<file path="config.mk">
export PLATFORM = sky130hd
export DESIGN_NAME = game_over_overlay_ctrl
export DESIGN_NICKNAME = d
export VERILOG_FILES = /design/src/rtl/doodle_pkg.sv /design/src/rtl/frame_tick_gen.sv /design/src/rtl/game_over_overlay_ctrl.sv
export SDC_FILE = /design/constraint.sdc
export NUM_CORES = 1
export LEC_CHECK = 0
export CAP_MARGIN = 10
export CORE_UTILIZATION = 30
export CTS_CLUSTER_SIZE = 12
export DETAILED_ROUTE_END_ITERATION = 16
export PLACE_DENSITY = 0.64
export SLEW_MARGIN = 5
export SYNTH_ARGS = -nofsm -noshare
export SYNTH_HDL_FRONTEND = slang
export SYNTH_HIERARCHICAL = 1
export SYNTH_SLANG_ARGS = --single-unit
</file>
<file path="constraint.sdc">
create_clock -name clk -period 2.05 [get_ports clk]
set_input_delay 0.615 -clock clk [delete_from_list [all_inputs] [get_ports clk]]
set_output_delay 0.615 -clock clk [all_outputs]
set_load 0.01 [all_outputs]
</file>
<file path="src/rtl/doodle_pkg.sv">
// Shared definitions for the doodle game sprites: game-state encoding,
// the overlay sequencer state type and screen geometry constants.
package doodle_pkg;

  typedef logic [1:0] game_state_t;

  localparam game_state_t GAME_OVER = 2'd2;

  typedef enum logic [2:0] {
    IDLE,
    ARM,
    SLIDE,
    HOLD,
    READY
  } overlay_state_t;

  // Screen geometry (800x600 visible area)
  localparam int unsigned BEAM_X_W         = 11;
  localparam int unsigned BEAM_Y_W         = 10;
  localparam int unsigned V_ACTIVE         = 600;
  // First vertical-blanking line; used as the per-frame update point
  localparam int unsigned FRAME_START_LINE = V_ACTIVE;

  function automatic int unsigned max_u(input int unsigned a, input int unsigned b);
    return (a > b) ? a : b;
  endfunction

endpackage

</file>
<file path="src/rtl/frame_tick_gen.sv">
// frame_tick_gen: registered one-cycle frame tick, high for the single cycle
// after the beam sits at column 0 of line FRAME_START_Y.
// Ports:
//   i_clk     clock
//   i_rst_n   synchronous active-low reset
//   i_beam_x  current beam column
//   i_beam_y  current beam line
//   o_tick    one-cycle frame tick
module frame_tick_gen #(
  parameter int unsigned X_W           = 11,
  parameter int unsigned Y_W           = 10,
  parameter int unsigned FRAME_START_Y = 600
) (
  input  logic           i_clk,
  input  logic           i_rst_n,
  input  logic [X_W-1:0] i_beam_x,
  input  logic [Y_W-1:0] i_beam_y,
  output logic           o_tick
);

  logic w_match;
  logic r_tick;

  always_comb begin
    w_match = (i_beam_x == '0) && (i_beam_y == Y_W'(FRAME_START_Y));
  end

  always_ff @(posedge i_clk) begin
    if (!i_rst_n) begin
      r_tick <= 1'b0;
    end else begin
      r_tick <= w_match;
    end
  end

  assign o_tick = r_tick;

endmodule

</file>
<file path="src/rtl/game_over_overlay_ctrl.sv">
// game_over_overlay_ctrl: sequencer for the game-over signature overlay.
// Per game-over episode: arm, slide the sprite in from SLIDE_START lines down,
// hold for HOLD_FRAMES frames, then offer a restart to the game FSM.
// All visible updates happen on the frame tick (vertical blanking).
// Optional feature macro: OVERLAY_BLINK_EN (blink overlay_en while READY).
// Ports:
//   clk               clock
//   rst               synchronous active-low reset
//   game_state        current game FSM state
//   beam_x, beam_y    current beam position
//   restart_req       level request to leave game over
//   overlay_en        sprite renderer enable
//   overlay_y_offset  lines added to the sprite top Y (0 = final position)
//   restart_ready     high while a restart is accepted
//   restart_ack       one-cycle pulse when a restart is accepted
module game_over_overlay_ctrl
  import doodle_pkg::*;
#(
  parameter game_state_t GAME_OVER_STATE = GAME_OVER,
  parameter int unsigned FRAME_START_Y   = FRAME_START_LINE,
  parameter int unsigned SLIDE_START     = 282,
  parameter int unsigned SLIDE_STEP      = 6,
  parameter int unsigned HOLD_FRAMES     = 60,
  parameter int unsigned BLINK_FRAMES    = 30
) (
  input  logic        clk,
  input  logic        rst,
  input  logic [1:0]  game_state,
  input  logic [10:0] beam_x,
  input  logic [9:0]  beam_y,
  input  logic        restart_req,
  output logic        overlay_en,
  output logic [9:0]  overlay_y_offset,
  output logic        restart_ready,
  output logic        restart_ack
);

  localparam int unsigned CNT_MAX = max_u(HOLD_FRAMES, BLINK_FRAMES);
  localparam int unsigned CNT_W   = $clog2(CNT_MAX + 1);

  localparam logic [9:0]       OFF_START = 10'(SLIDE_START);
  localparam logic [9:0]       OFF_STEP  = 10'(SLIDE_STEP);
  localparam logic [CNT_W-1:0] HOLD_LAST = CNT_W'(HOLD_FRAMES - 1);
`ifdef OVERLAY_BLINK_EN
  localparam logic [CNT_W-1:0] BLINK_LAST = CNT_W'(BLINK_FRAMES - 1);
`endif

  overlay_state_t   r_state;
  logic [CNT_W-1:0] r_cnt;
  logic             r_en;
  logic [9:0]       r_off;
  logic             r_ready;
  logic             r_ack;

  logic w_tick;
  logic w_abort;

  frame_tick_gen #(
    .X_W           (BEAM_X_W),
    .Y_W           (BEAM_Y_W),
    .FRAME_START_Y (FRAME_START_Y)
  ) u_tick (
    .i_clk    (clk),
    .i_rst_n  (rst),
    .i_beam_x (beam_x),
    .i_beam_y (beam_y),
    .o_tick   (w_tick)
  );

  always_comb begin
    w_abort = (game_state != GAME_OVER_STATE);
  end

  always_ff @(posedge clk) begin
    if (!rst) begin
      r_state <= IDLE;
      r_cnt   <= '0;
      r_en    <= 1'b0;
      r_off   <= OFF_START;
      r_ready <= 1'b0;
      r_ack   <= 1'b0;
    end else begin
      r_ack <= 1'b0;
      // Abort outranks both the frame tick and a pending restart request
      if ((r_state != IDLE) && w_abort) begin
        r_state <= IDLE;
        r_cnt   <= '0;
        r_en    <= 1'b0;
        r_off   <= OFF_START;
        r_ready <= 1'b0;
      end else begin
        case (r_state)
          IDLE: begin
            r_cnt   <= '0;
            r_en    <= 1'b0;
            r_off   <= OFF_START;
            r_ready <= 1'b0;
            if (!w_abort) begin
              r_state <= ARM;
            end
          end
          ARM: begin
            if (w_tick) begin
              r_en    <= 1'b1;
              r_state <= SLIDE;
            end
          end
          SLIDE: begin
            if (w_tick) begin
              // Saturate at 0; reaching 0 ends the slide on this same tick
              if (r_off <= OFF_STEP) begin
                r_off   <= '0;
                r_cnt   <= '0;
                r_state <= HOLD;
              end else begin
                r_off <= r_off - OFF_STEP;
              end
            end
          end
          HOLD: begin
            if (w_tick) begin
              if (r_cnt == HOLD_LAST) begin
                r_cnt   <= '0;
                r_ready <= 1'b1;
                r_state <= READY;
              end else begin
                r_cnt <= r_cnt + 1'b1;
              end
            end
          end
          READY: begin
            if (restart_req) begin
              // Ack pulses on the same edge the outputs fall back to idle values
              r_ack   <= 1'b1;
              r_state <= IDLE;
              r_cnt   <= '0;
              r_en    <= 1'b0;
              r_off   <= OFF_START;
              r_ready <= 1'b0;
            end
`ifdef OVERLAY_BLINK_EN
            else if (w_tick) begin
              if (r_cnt == BLINK_LAST) begin
                r_en  <= ~r_en;
                r_cnt <= '0;
              end else begin
                r_cnt <= r_cnt + 1'b1;
              end
            end
`endif
          end
          default: begin
            r_state <= IDLE;
          end
        endcase
      end
    end
  end

  assign overlay_en       = r_en;
  assign overlay_y_offset = r_off;
  assign restart_ready    = r_ready;
  assign restart_ack      = r_ack;

endmodule

</file>
# ---- Word-level counts from Yosys, hierarchy flattened
# Cells that the tools add are included.
dict set report word_totals {
  register_bits 23
  inputBits 26
  out_inout_bits 13
  elab_cells 67
}
dict set report op_classes {
  n_addsub 2
  order_cmp 1
  eq_ne 14
  n_mux 25
  bitwise_logic 2
  n_reduce_logical 16
}
# cell n
set ops {}
lappend ops {{10-bit 2-to-1 mux} 3}
lappend ops {{6-bit 2-to-1 mux} 5}
lappend ops {{10-bit one-hot mux with 3 select lines} 1}
lappend ops {{6-bit one-hot mux with 4 select lines} 1}
lappend ops {{3-bit 2-to-1 mux} 7}
lappend ops {{3-bit one-hot mux with 5 select lines} 1}
lappend ops {{3-bit nonzero test} 4}
lappend ops {{11-bit zero test} 1}
lappend ops {{10-bit equality test, second input constant} 1}
lappend ops {{10-bit by 3-bit <= comparator with 1-bit output, second input constant} 1}
lappend ops {{2-bit != test, second input constant} 5}
lappend ops {{10-bit by 3-bit subtractor with 10-bit output, second input constant} 1}
lappend ops {{7-bit AND reduction} 1}
lappend ops {{6-bit by 1-bit adder with 6-bit output, second input constant} 1}
lappend ops {{3-bit by 2-bit equality test with 1-bit output, second input constant} 2}
lappend ops {{6-bit equality test, second input constant} 1}
lappend ops {{2-bit by 1-bit != test with 1-bit output, second input constant} 3}
lappend ops {{1-bit one-hot mux with 3 select lines} 2}
lappend ops {{3-bit AND reduction} 2}
lappend ops {{1-bit 2-to-1 mux} 5}
lappend ops {{5-bit AND reduction} 1}
lappend ops {{4-bit AND reduction} 1}
lappend ops {{4-bit nonzero test} 1}
lappend ops {{3-bit by 1-bit equality test with 1-bit output, second input constant} 1}
lappend ops {{other kinds (6)} 8}

# ---- Longest topological paths before layout
dict set report logic_depth {
  depth_word 4
  ltp_mapped 7
  depth_no_buf 6
}

# ---- Hierarchy
# Netlist, hierarchy kept.
# module instances cells_each area_per_inst_um2 seq_area_each_um2
set modules_own_cells {}
lappend modules_own_cells {game_over_overlay_ctrl 1 146 1161.1 420.4}
lappend modules_own_cells {frame_tick_gen 1 8 85.1 20.0}

# ---- Worst setup path after synthesis
# No wires, ideal clock.
dict set report synth_timing {
  kind {register -> register}
  from {register r_off[4], in the netlist overlay_y_offset[4]}
  to {register r_off[5], in the netlist overlay_y_offset[5]}
  setup_ns 0.133
  t_arrival_ns 1.653
  required_ns 1.917
  setup_slack_ns 0.264
  stages_incl_launch_ff 6
  path_buffers 0
  period_less_slack_ns 1.786
  path_cell_list {dfxtp_1 -> or4_4 -> nor4_4 -> nor2_1 -> o21ai_0 -> nor2_1}
}
dict set report synth_between {
  elab_chain_cells 4
  word_cells_on_any_way 5
  cone_classes {1 x add/sub; 1 x order compare; 3 x mux}
}
# element line
set synth_rtl {}
lappend synth_rtl {{start, declared} game_over_overlay_ctrl.sv:51} ;# logic [9:0] r_off;
lappend synth_rtl {{start signal, assigned} game_over_overlay_ctrl.sv:116} ;# r_off <= r_off - OFF_STEP;
lappend synth_rtl {{10-bit by 3-bit subtractor with 10-bit output / 10-bit by 3-bit <= comparator with 1-bit output (equally long branches)} {game_over_overlay_ctrl.sv:116, game_over_overlay_ctrl.sv:111}}
lappend synth_rtl {{10-bit 2-to-1 mux *} game_over_overlay_ctrl.sv:111} ;# if (r_off <= OFF_STEP) begin
lappend synth_rtl {{10-bit 2-to-1 mux *} game_over_overlay_ctrl.sv:109} ;# if (w_tick) begin
lappend synth_rtl {{10-bit one-hot mux with 3 select lines *} game_over_overlay_ctrl.sv:92} ;# case (r_state)
# Every way passes the cells marked *; elsewhere a longest branch is shown, timed or not. The select of a mux whose other input is x is not followed.
# A chain may end at the register's enable or synchronous reset.

# ---- Worst setup path after layout
dict set report layout_timing {
  from {register r_off[3], in the netlist overlay_y_offset[3]}
  to {output overlay_y_offset[3]}
}
# element line
set layout_lines {}
lappend layout_lines {{end, declared} game_over_overlay_ctrl.sv:33} ;# output logic [9:0] overlay_y_offset,
# No word-level cell between the ends.

==> metrics.md <==
| Metric | Value |
|---|---|
| Status | finished, final reports clean |
| Core ar. | 4000 µm² |
| Final instance area | 1764 µm² |
| Gr ovfl total | 0 |
| CP max stage cell | clkdlybuf4s50_1 |
| Largest net degree at the start of global routing | 21 |
| Largest area contributor in the netlist | dfxtp_1 |
| Placed instance area | 1723 µm² |
| Die H | 66.45 µm |
| Hold Crit Class | flip-flop to flip-flop |
| Synth unique cells | 47 |
| Initial DRC count | 45 |
| Initial antenna violation count | 0 |
| Critical Path AT | 1.36 ns |
| Synth warn | 6 |
| First-pass DRT Iterations | 4 |
| Setup Buffers After CTS | 0 |
| Initial Util | 31.15% |
| Sink Count | 22 |
| Fin util | 44.10% |
| Post-synthesis net count | 182 |
| Die area | 4416 µm² |
| Via count | 1,239 |
| Rows | 23 |
| Num CTS Buffers | 3 |
| H-Tree Depth | 1 |
| Post-synthesis async set-or-reset flop share | 0% |
| Synth top area cells | dfxtp_1 (35%), nor2_1 (5.4%), o21ai_0 (5.2%), a21oi_1 (4.4%), nand2_1 (3.3%) |
| Wirelength, routed | 2842 µm |
| Synth top area share | 35.34% |
| I/O pin count | 39 |
| Most numerous cell in the Yosys netlist | dfxtp_1 |
| Critical-path cell list | clkdlybuf4s50_1 |
| Slew @ Worst Pin | 0.5487 ns |
| Final Max Tran Viols | 0 |
| Seq/Total Area, Yosys | 35.34% |
| Die Wd | 66.45 µm |
| Post-DP HPWL | 2227 µm |
| Wire per inst | 11.51 µm |
| Post-Syn Area | 1246 µm² |
| Final nets | 227 |
| Clk_lat worst skew | 0.27 ns |
| CP peak stage delay | 0.60 ns |
| Max FO, Critical Path | 8 |
| Setup TNS | 0 ns |
| Fmax | 507.1 MHz |
| Share of layout cells above drive strength 1 | 11.68% |
| Antenna diodes | 0 |
| Slew margin rel. | 63.37% |
| Non-filler cells, final | 247 |
| Leakage | 0.6002 nW |
| GRT Total Usage | 14.48% |
| Root Driver | clkbuf_8 |
| CTS clk-pin slew, worst paths | 0.08 ns |
| Resized cells post-CTS | 0 |
| MaxCap Viol Count | 0 |
| Avg Cell Area, Syn | 8.092 µm² |
| Final setup violation count | 0 |
| Final Cycle Share | 96.19% |
| GP Congestion | 0.8246 |
| Drc violations | 0 |
| Post-synth EDFFs | 0 |
| Setup CP Type | flip-flop to primary output |
| Global-route wire length before repair | 4954 µm |
| Fin Hold WS | 0.4824 ns |
| Worst path required time | 1.43 ns |
| Top FF cell, synth | dfxtp_1 |
| RSZ-0062 raised after global routing | false |
| Post-Route Skew | 0.008123 ns |
| List of most frequent post-synthesis cells | dfxtp_1 (22), nor2_1 (18), o21ai_0 (13), a21oi_1 (11), nand2_1 (11) |
| Placed cells | 244 |
| Cell count after synthesis | 154 |
| Final Critical Period | 1.972 ns |
| CTS tree | built |
| Footprint of the multi-input gates | 767.0 µm² |
| Max VDD drop | 0.1970 mV |
| Cts hold-fix bufs | 0 |
| Number of global-route vias before repair | 1,170 |
| Final hold vios | 0 |
| Pwr/cell area | 459.3 nW/µm² |
| Yosys reg bits | 22 |
| Reg area | 440.4 µm² |
| Port Buf Inserts | 37 |
| Filler instances | 401 |
| CP endpoint kind | primary output |
| Area Overhead vs Synth | 41.57% |
| DR vias/cell | 5.016 |
| DRT antenna net count | 0 |
| Worst Path Buf+Inv | 1 |
| Worst setup SP type | flip-flop |
| Max clock buf depth | 2 |
| Crit-path leading delay family | buffers and inverters |
==> flip-flops by register name, summed over array words and instances (netlist names) <==
signal / cells
overlay_y_offset: 9
restart_ready: 1
r_cnt: 6
r_state: 3
overlay_en: 1
restart_ack: 1
u_tick/o_tick: 1
==> per-stage QoR <==
step,setup WS (ns),power (W)
2_1_floorplan,0.2644,0.0004809
3_3_place_gp,-0.05696,0.0005474
3_5_place_dp,-0.08346,0.0005479
4_1_cts,0.07660,0.0008161
5_1_grt,0.002783,0.0008499
6_report,0.07809,0.0008102
==> cells in the final DEF, fill, tap and decap left out, types with 4 or more instances in the layout <==
master / netlist / layout
clkdlybuf4s50_1: 0 / 37
dfxtp_1: 22 / 22
nor2_1: 18 / 18
o21ai_0: 13 / 13
a21oi_1: 11 / 11
nand2_1: 11 / 11
buf_4: 1 / 10
nand3_1: 7 / 7
nor2b_1: 5 / 5
nor3_1: 5 / 5
or3_1: 5 / 5
nand2b_1: 4 / 4
==> kinds of logic after synthesis <==
kind of cell / synth area share (%)
simple gates: 36.14
compound gates: 20.98
flops: 35.34
buf+inv: 3.113
xor+xnor: 2.109
fa+ha+maj: 2.008
other cells: 0.3009
==> path summary, 6_finish.rpt <==
check	end	slack, ns	cells past startpoint	from
worst max-delay path	overlay_y_offset[3]	0.08	1	overlay_y_offset[3]$_SDFFE_PP1P_
worst max register to register	overlay_y_offset[4]$_SDFFE_PP1P_	0.21	4	overlay_y_offset[7]$_SDFFE_PP0P_
worst min-delay path	r_cnt[1]$_SDFFE_PP0P_	0.48	2	r_cnt[1]$_SDFFE_PP0P_
worst min register to register	r_cnt[1]$_SDFFE_PP0P_	0.48	2	r_cnt[1]$_SDFFE_PP0P_
==> metal layers <==
metal	GRT usage, %	share of wire [%]	up-vias
li1	-	-	651
met1	19.23	48	550
met2	23.72	46	33
met3	2.740	4.6	5
met4	3.989	1.3	0
met5	0	0	-
==> report_power, final <==
| group | switching (W) | internal [W] |
|---|---|---|
| Combinational | 0.0000348 | 0.0000670 |
| Clock | 0.000141 | 0.000131 |
| Sequential | 0.00000651 | 0.000429 |
==> area by class of cell <==
cell class	instances	share of cell area (%)
Multi-Input combinational cell	123	43.48
Timing Repair Buffer	47	25.25
Sequential cell	22	24.96
Tap cell	50	3.546
Clock buffer	3	2.340
Inverter	2	0.4255
(Power assumes the default switching activity.)
